--- config.mk ---
export PLATFORM = sky130hd
export DESIGN_NAME = pc_unit
export DESIGN_NICKNAME = d
export VERILOG_FILES = /design/src/rtl/pc_pkg.sv /design/src/rtl/pc_ras.sv /design/src/rtl/pc_unit.sv
export SDC_FILE = /design/constraint.sdc
export NUM_CORES = 1
export LEC_CHECK = 0
export ABC_AREA = 1
export ABC_CLOCK_PERIOD_IN_PS = 3720
export CAP_MARGIN = 40
export CORE_UTILIZATION = 43
export DETAILED_ROUTE_END_ITERATION = 8
export PLACE_DENSITY = 0.92
export SYNTH_ARGS = -nofsm -noshare
export SYNTH_HDL_FRONTEND = slang
export SYNTH_HIERARCHICAL = 1
export SYNTH_SLANG_ARGS = --single-unit
--- constraint.sdc ---
create_clock -name clk -period 3.72 [get_ports clk]
set_clock_uncertainty 0.2 [all_clocks]
set_input_delay 0.93 -clock clk [delete_from_list [all_inputs] [get_ports clk]]
set_output_delay 0.93 -clock clk [all_outputs]
set_load 0.1 [all_outputs]
--- src/rtl/pc_pkg.sv ---
// Shared types for the program-counter unit: FSM states and redirect sources.
package pc_pkg;

    typedef enum logic [1:0] {
        RESET,
        RUN,
        HALTED
    } pc_state_t;

    typedef enum logic [2:0] {
        EXC,
        BRANCH,
        RET,
        JUMP,
        SEQ
    } redir_src_t;

endpackage

--- src/rtl/pc_ras.sv ---
// Circular return-address stack; a push into a full stack overwrites the oldest entry.
module pc_ras #(
    parameter int ADDR_W = 32,
    parameter int DEPTH  = 4
) (
    input  logic              clk,
    input  logic              rst,
    input  logic              push,
    input  logic              pop,
    input  logic [ADDR_W-1:0] push_data,
    output logic [ADDR_W-1:0] top,
    output logic              empty,
    output logic              full
);

    localparam int PTR_W = (DEPTH > 1) ? $clog2(DEPTH) : 1;
    localparam int CNT_W = $clog2(DEPTH + 1);

    logic [ADDR_W-1:0] mem [DEPTH];
    logic [PTR_W-1:0]  wr_ptr;
    logic [CNT_W-1:0]  count;

    function automatic logic [PTR_W-1:0] ptr_inc(input logic [PTR_W-1:0] p);
        return (p == PTR_W'(DEPTH - 1)) ? '0 : p + 1'b1;
    endfunction

    function automatic logic [PTR_W-1:0] ptr_dec(input logic [PTR_W-1:0] p);
        return (p == '0) ? PTR_W'(DEPTH - 1) : p - 1'b1;
    endfunction

    assign top   = mem[ptr_dec(wr_ptr)];
    assign empty = (count == '0);
    assign full  = (count == CNT_W'(DEPTH));

    // Saturating count lets the write pointer lap the oldest entry.
    always_ff @(posedge clk) begin
        if (!rst) begin
            wr_ptr <= '0;
            count  <= '0;
        end else if (pop && !empty) begin
            wr_ptr <= ptr_dec(wr_ptr);
            count  <= count - 1'b1;
        end else if (push) begin
            wr_ptr <= ptr_inc(wr_ptr);
            if (!full) begin
                count <= count + 1'b1;
            end
        end
    end

    always_ff @(posedge clk) begin
        if (rst && push && !pop) begin
            mem[wr_ptr] <= push_data;
        end
    end

endmodule

--- src/rtl/pc_unit.sv ---
// Program-counter unit with prioritised redirects, halt and stall handling.
// Optional return-address stack enabled by defining PC_RAS_EN.
module pc_unit
    import pc_pkg::*;
#(
    parameter int                ADDR_W     = 32,
    parameter int                INST_BYTES = 4,
    parameter logic [ADDR_W-1:0] RESET_VEC  = 32'h0,
    parameter int                RAS_DEPTH  = 4
) (
    input  logic              clk,
    input  logic              rst,
    input  logic              stall,
    input  logic              halt,
    input  logic              exc_req,
    input  logic [ADDR_W-1:0] exc_vec,
    input  logic              branch_taken,
    input  logic [ADDR_W-1:0] branch_target,
    input  logic              jump,
    input  logic [ADDR_W-1:0] jump_target,
    input  logic              call,
    input  logic              ret,
    output logic [ADDR_W-1:0] pc,
    output logic [ADDR_W-1:0] pc_next_seq,
    output logic              instruction_en,
    output logic              misalign,
    output logic              ras_empty
);

    localparam logic [ADDR_W-1:0] OFF_MASK = ADDR_W'(INST_BYTES - 1);

    pc_state_t         state, state_next;
    redir_src_t        src;
    logic              advance;
    logic [ADDR_W-1:0] raw_target, ret_target, pc_next;
    logic              en_next, misalign_next;

`ifdef PC_RAS_EN
    logic              ras_push, ras_pop, unused_ras_full;
    logic [ADDR_W-1:0] ras_top;

    pc_ras #(
        .ADDR_W (ADDR_W),
        .DEPTH  (RAS_DEPTH)
    ) u_ras (
        .clk       (clk),
        .rst       (rst),
        .push      (ras_push),
        .pop       (ras_pop),
        .push_data (pc_next_seq),
        .top       (ras_top),
        .empty     (ras_empty),
        .full      (unused_ras_full)
    );

    assign ret_target = ras_empty ? jump_target : ras_top;
`else
    logic unused_cfg;

    assign unused_cfg = call | (RAS_DEPTH == 0);
    assign ras_empty  = 1'b1;
    assign ret_target = jump_target;
`endif

    assign pc_next_seq = pc + ADDR_W'(INST_BYTES);

    always_comb begin
        state_next    = state;
        src           = SEQ;
        advance       = 1'b0;
        en_next       = instruction_en;
        raw_target    = pc_next_seq;
        pc_next       = pc;
        misalign_next = 1'b0;
`ifdef PC_RAS_EN
        ras_push      = 1'b0;
        ras_pop       = 1'b0;
`endif
        case (state)
            RESET: begin
                state_next = RUN;
                en_next    = 1'b1;
            end
            RUN: begin
                advance = 1'b1;
                if (exc_req) begin
                    src = EXC;
                end else if (stall) begin
                    advance = 1'b0;
                end else if (halt) begin
                    advance    = 1'b0;
                    state_next = HALTED;
                    en_next    = 1'b0;
                end else if (branch_taken) begin
                    src = BRANCH;
                end else if (ret) begin
                    src = RET;
`ifdef PC_RAS_EN
                    ras_pop = !ras_empty;
`endif
                end else if (jump) begin
                    src = JUMP;
`ifdef PC_RAS_EN
                    ras_push = call;
`endif
                end
            end
            HALTED: begin
                if (exc_req) begin
                    src        = EXC;
                    advance    = 1'b1;
                    state_next = RUN;
                end
            end
            default: state_next = RESET;
        endcase

        case (src)
            EXC:     raw_target = exc_vec;
            BRANCH:  raw_target = branch_target;
            RET:     raw_target = ret_target;
            JUMP:    raw_target = jump_target;
            default: raw_target = pc_next_seq;
        endcase

        // Redirect targets are forced onto an instruction boundary; flag any dropped bits.
        if (advance) begin
            pc_next       = raw_target & ~OFF_MASK;
            en_next       = 1'b1;
            misalign_next = (src != SEQ) && |(raw_target & OFF_MASK);
        end
    end

    always_ff @(posedge clk) begin
        if (!rst) begin
            state          <= RESET;
            pc             <= RESET_VEC;
            instruction_en <= 1'b0;
            misalign       <= 1'b0;
        end else begin
            state          <= state_next;
            pc             <= pc_next;
            instruction_en <= en_next;
            misalign       <= misalign_next;
        end
    end

endmodule
==> results.json <==
{
  "seq_area_frac_synth_pct": 21.61,
  "die_area_sq_mm": 0.007670,
  "holdPathStages": 2,
  "setup_viol": 0,
  "cts.clk_slew.worst_paths_ns": 0.07,
  "cts_num_sinks": 34,
  "synth-main-ff-cell": "dfxtp_1",
  "r2r_cells": 11,
  "clock_latency_ns": 0.28,
  "diodes": 0,
  "post_drt_wl_per_cell_microns": 15.22,
  "synthSimpleGateAreaFrac_pct": 47.36,
  "hold_viol": 0,
  "whs_ns": 0.3023,
  "crit_type": "reg2out",
  "avgSynthCellArea_sq_um": 5.778,
  "fill_cells": 607,
  "port_buffers": 165,
  "synth_top_family_by_area": "simple AND/OR/NAND/NOR gates",
  "p_per_area_mw_per_mm2": 722.5,
  "synth_compound_area_share_pct": 13.91,
  "grt.total_usage_pct": 32.33,
  "worst_slew_pin_slew_ns": 0.5119,
  "io_pins": 172,
  "arrival_ns": 2.24,
  "fp.dieH_microns": 87.58,
  "clock_path_buffers": 2,
  "via_count": 4266,
  "vias_per_cell": 5.366,
  "post-route-period-util_pct": 90.65,
  "end_kind": "primary output",
  "ys_types": 35,
  "synth_mux_area_share_pct": 0,
  "path_max_fanout": 7,
  "min_path_type": "reg2reg",
  "drive_gt1_share_pct": 16.45,
  "rsz0062_at_grt": "false",
  "wirelength_microns": 12100,
  "synth.area.top_cells": "nand2_1, dfxtp_1, nand3_1, a21oi_1, nor2_1",
  "yosysTopAreaCell": "nand2_1",
  "root_buffer": "clkbuf_8",
  "synthCells": 545,
  "drv_cap": 0,
  "power.internal_mw": 1.308,
  "dp_hpwl_microns": 9664,
  "p_clk_share_pct": 7.9,
  "synth.most_common_cell": "nand2_1",
  "yosys_warnings": 6,
  "chipWidth_microns": 87.58,
  "synth-adder-area-share_pct": 1.986,
  "area_growth_pct": 58.72,
  "drc": 0,
  "p_sw_share_pct": 63.78,
  "p_leak_nw": 2.101,
  "status": "finished clean",
  "ctsHoldBuffers": 0,
  "layout.area.seq_sq_um": 683.2,
  "layout.cells.non_filler": 795,
  "cts_tree": "built",
  "gp_congestion": 0.9058,
  "synth_edf_count": 0,
  "multiInputGateArea_sq_mm": 0.002362,
  "yosys.area_share.xor_xnor_pct": 4.966,
  "synth_seq_cells": 34,
  "p_comb_share_pct": 74.9,
  "startpoint_type": "register",
  "worstPathRequired_ns": 2.59,
  "synthArstFlopShare_pct": 0,
  "synth_top_area_share_pct": 21.81,
  "syn_area_sq_mm": 0.003149,
  "synth_commonest_cells": "nand2_1, nand3_1, nor2_1",
  "cts_max_level": 2,
  "slew_viol_final": 0,
  "rows": 30,
  "antenna_found_initial": 0,
  "core-area_sq_mm": 0.006944,
  "nets": 810,
  "cts_resized": 0,
  "max_freq_mhz": 296.5,
  "overflow": 0,
  "drt_first_pass_iters": 5,
  "placed_cells": 789,
  "peakVddDrop_mv": 0.4429,
  "start_util_pct": 45.35,
  "postCtsSetupBuffers": 0,
  "slew-limit-headroom_pct": 65.82,
  "grt_pass1_wl_microns": 19130,
  "ant_nets": 0,
  "period_minus_slack_ns": 3.372,
  "switchingPower_mw": 2.303,
  "grt_pass1_vias": 4024,
  "grt_max_degree": 37,
  "cts_made_buffers": 5,
  "final_core_util_pct": 71.98,
  "power_frac_seq_pct": 17.2,
  "drt_iter0_markers": 229
}
==> power by group through the flow <==
stage	Sequential [mW]	Clock (mW)	Combinational [mW]
detailed placement	0.625	0	2.69
floorplan	1.18	0	1.52
CTS	0.617	0.283	2.70
global route	0.637	0.297	2.86
global placement	0.622	0	2.65
finish	0.622	0.284	2.71
==> critical path, cell delays in order (launching register included) <==
cell,delay [ns]
dfxtp_2,0.42
ha_1,0.25
inv_1,0.07
nor2_2,0.25
nand2_1,0.21
nor2_1,0.36
xor2_4,0.21
buf_12,0.19
==> sequential cells by signal (all words and copies together), names as in the netlist <==
| name | count |
|---|---|
| state | 2 |
| instruction_en | 1 |
| pc | 30 |
| misalign | 1 |
==> per-layer routing <==
metal | track usage [%] | wire length, microns | vias up
met5 | 0 | 0 | -
met4 | 7.303 | 162 | 0
met3 | 4.713 | 885 | 16
met2 | 59.66 | 6027 | 193
met1 | 39.61 | 5028 | 1988
li1 | - | - | 2069
==> per-stage QoR <==
step	setup slack, ns	TNS (ns)	power (mW)	area, sq um
finish	0.3477	0	3.611	4999
global route	0.2391	0	3.792	4999
CTS	0.3531	0	3.595	4999
detailed placement	0.5653	0	3.315	4916
global placement	0.6114	0	3.275	4916
floorplan	-0.2089	-0.4138	2.694	3358
==> placed cells by master (no fill, tap or decap), drive strengths merged, types with 6 or more instances in the layout <==
cell type and count:
a21oi 51, buf 68, clkbuf 6, clkdlybuf4s50 103, dfxtp 34, inv 39, nand2 185, nand3 65
nand3b 6, nand4 6, nor2 64, o21ai 30, xnor2 7, xor2 10
==> logic make-up (layout without fill, tap and decap cells) <==
group | count (synthesis) | in the layout
xor+xnor | 17 | 17
flops | 34 | 34
simple gates | 336 | 336
compound gates | 86 | 86
other cells | 2 | 5
fa+ha+maj | 5 | 5
buf+inv | 65 | 216
==> worst paths after layout <==
check | to | slack (ns) | from
hold / removal | pc[31] | 0.30 | pc[31]
setup / recovery | pc_next_seq[18] | 0.35 | pc[2]
setup reg to reg | pc[19] | 1.25 | state[0]
hold reg to reg | pc[31] | 0.30 | pc[31]
==> cell type report <==
| class | count | share of cell area (%) |
|---|---|---|
| inverter | 39 | 2.929 |
| tap | 96 | 2.403 |
| clock buffer | 6 | 1.652 |
| timing repair buffer | 171 | 32.09 |
| sequential | 34 | 13.67 |
| multi-input combinational | 449 | 47.26 |
No activity file was read; power rests on OpenSTA's default activity.
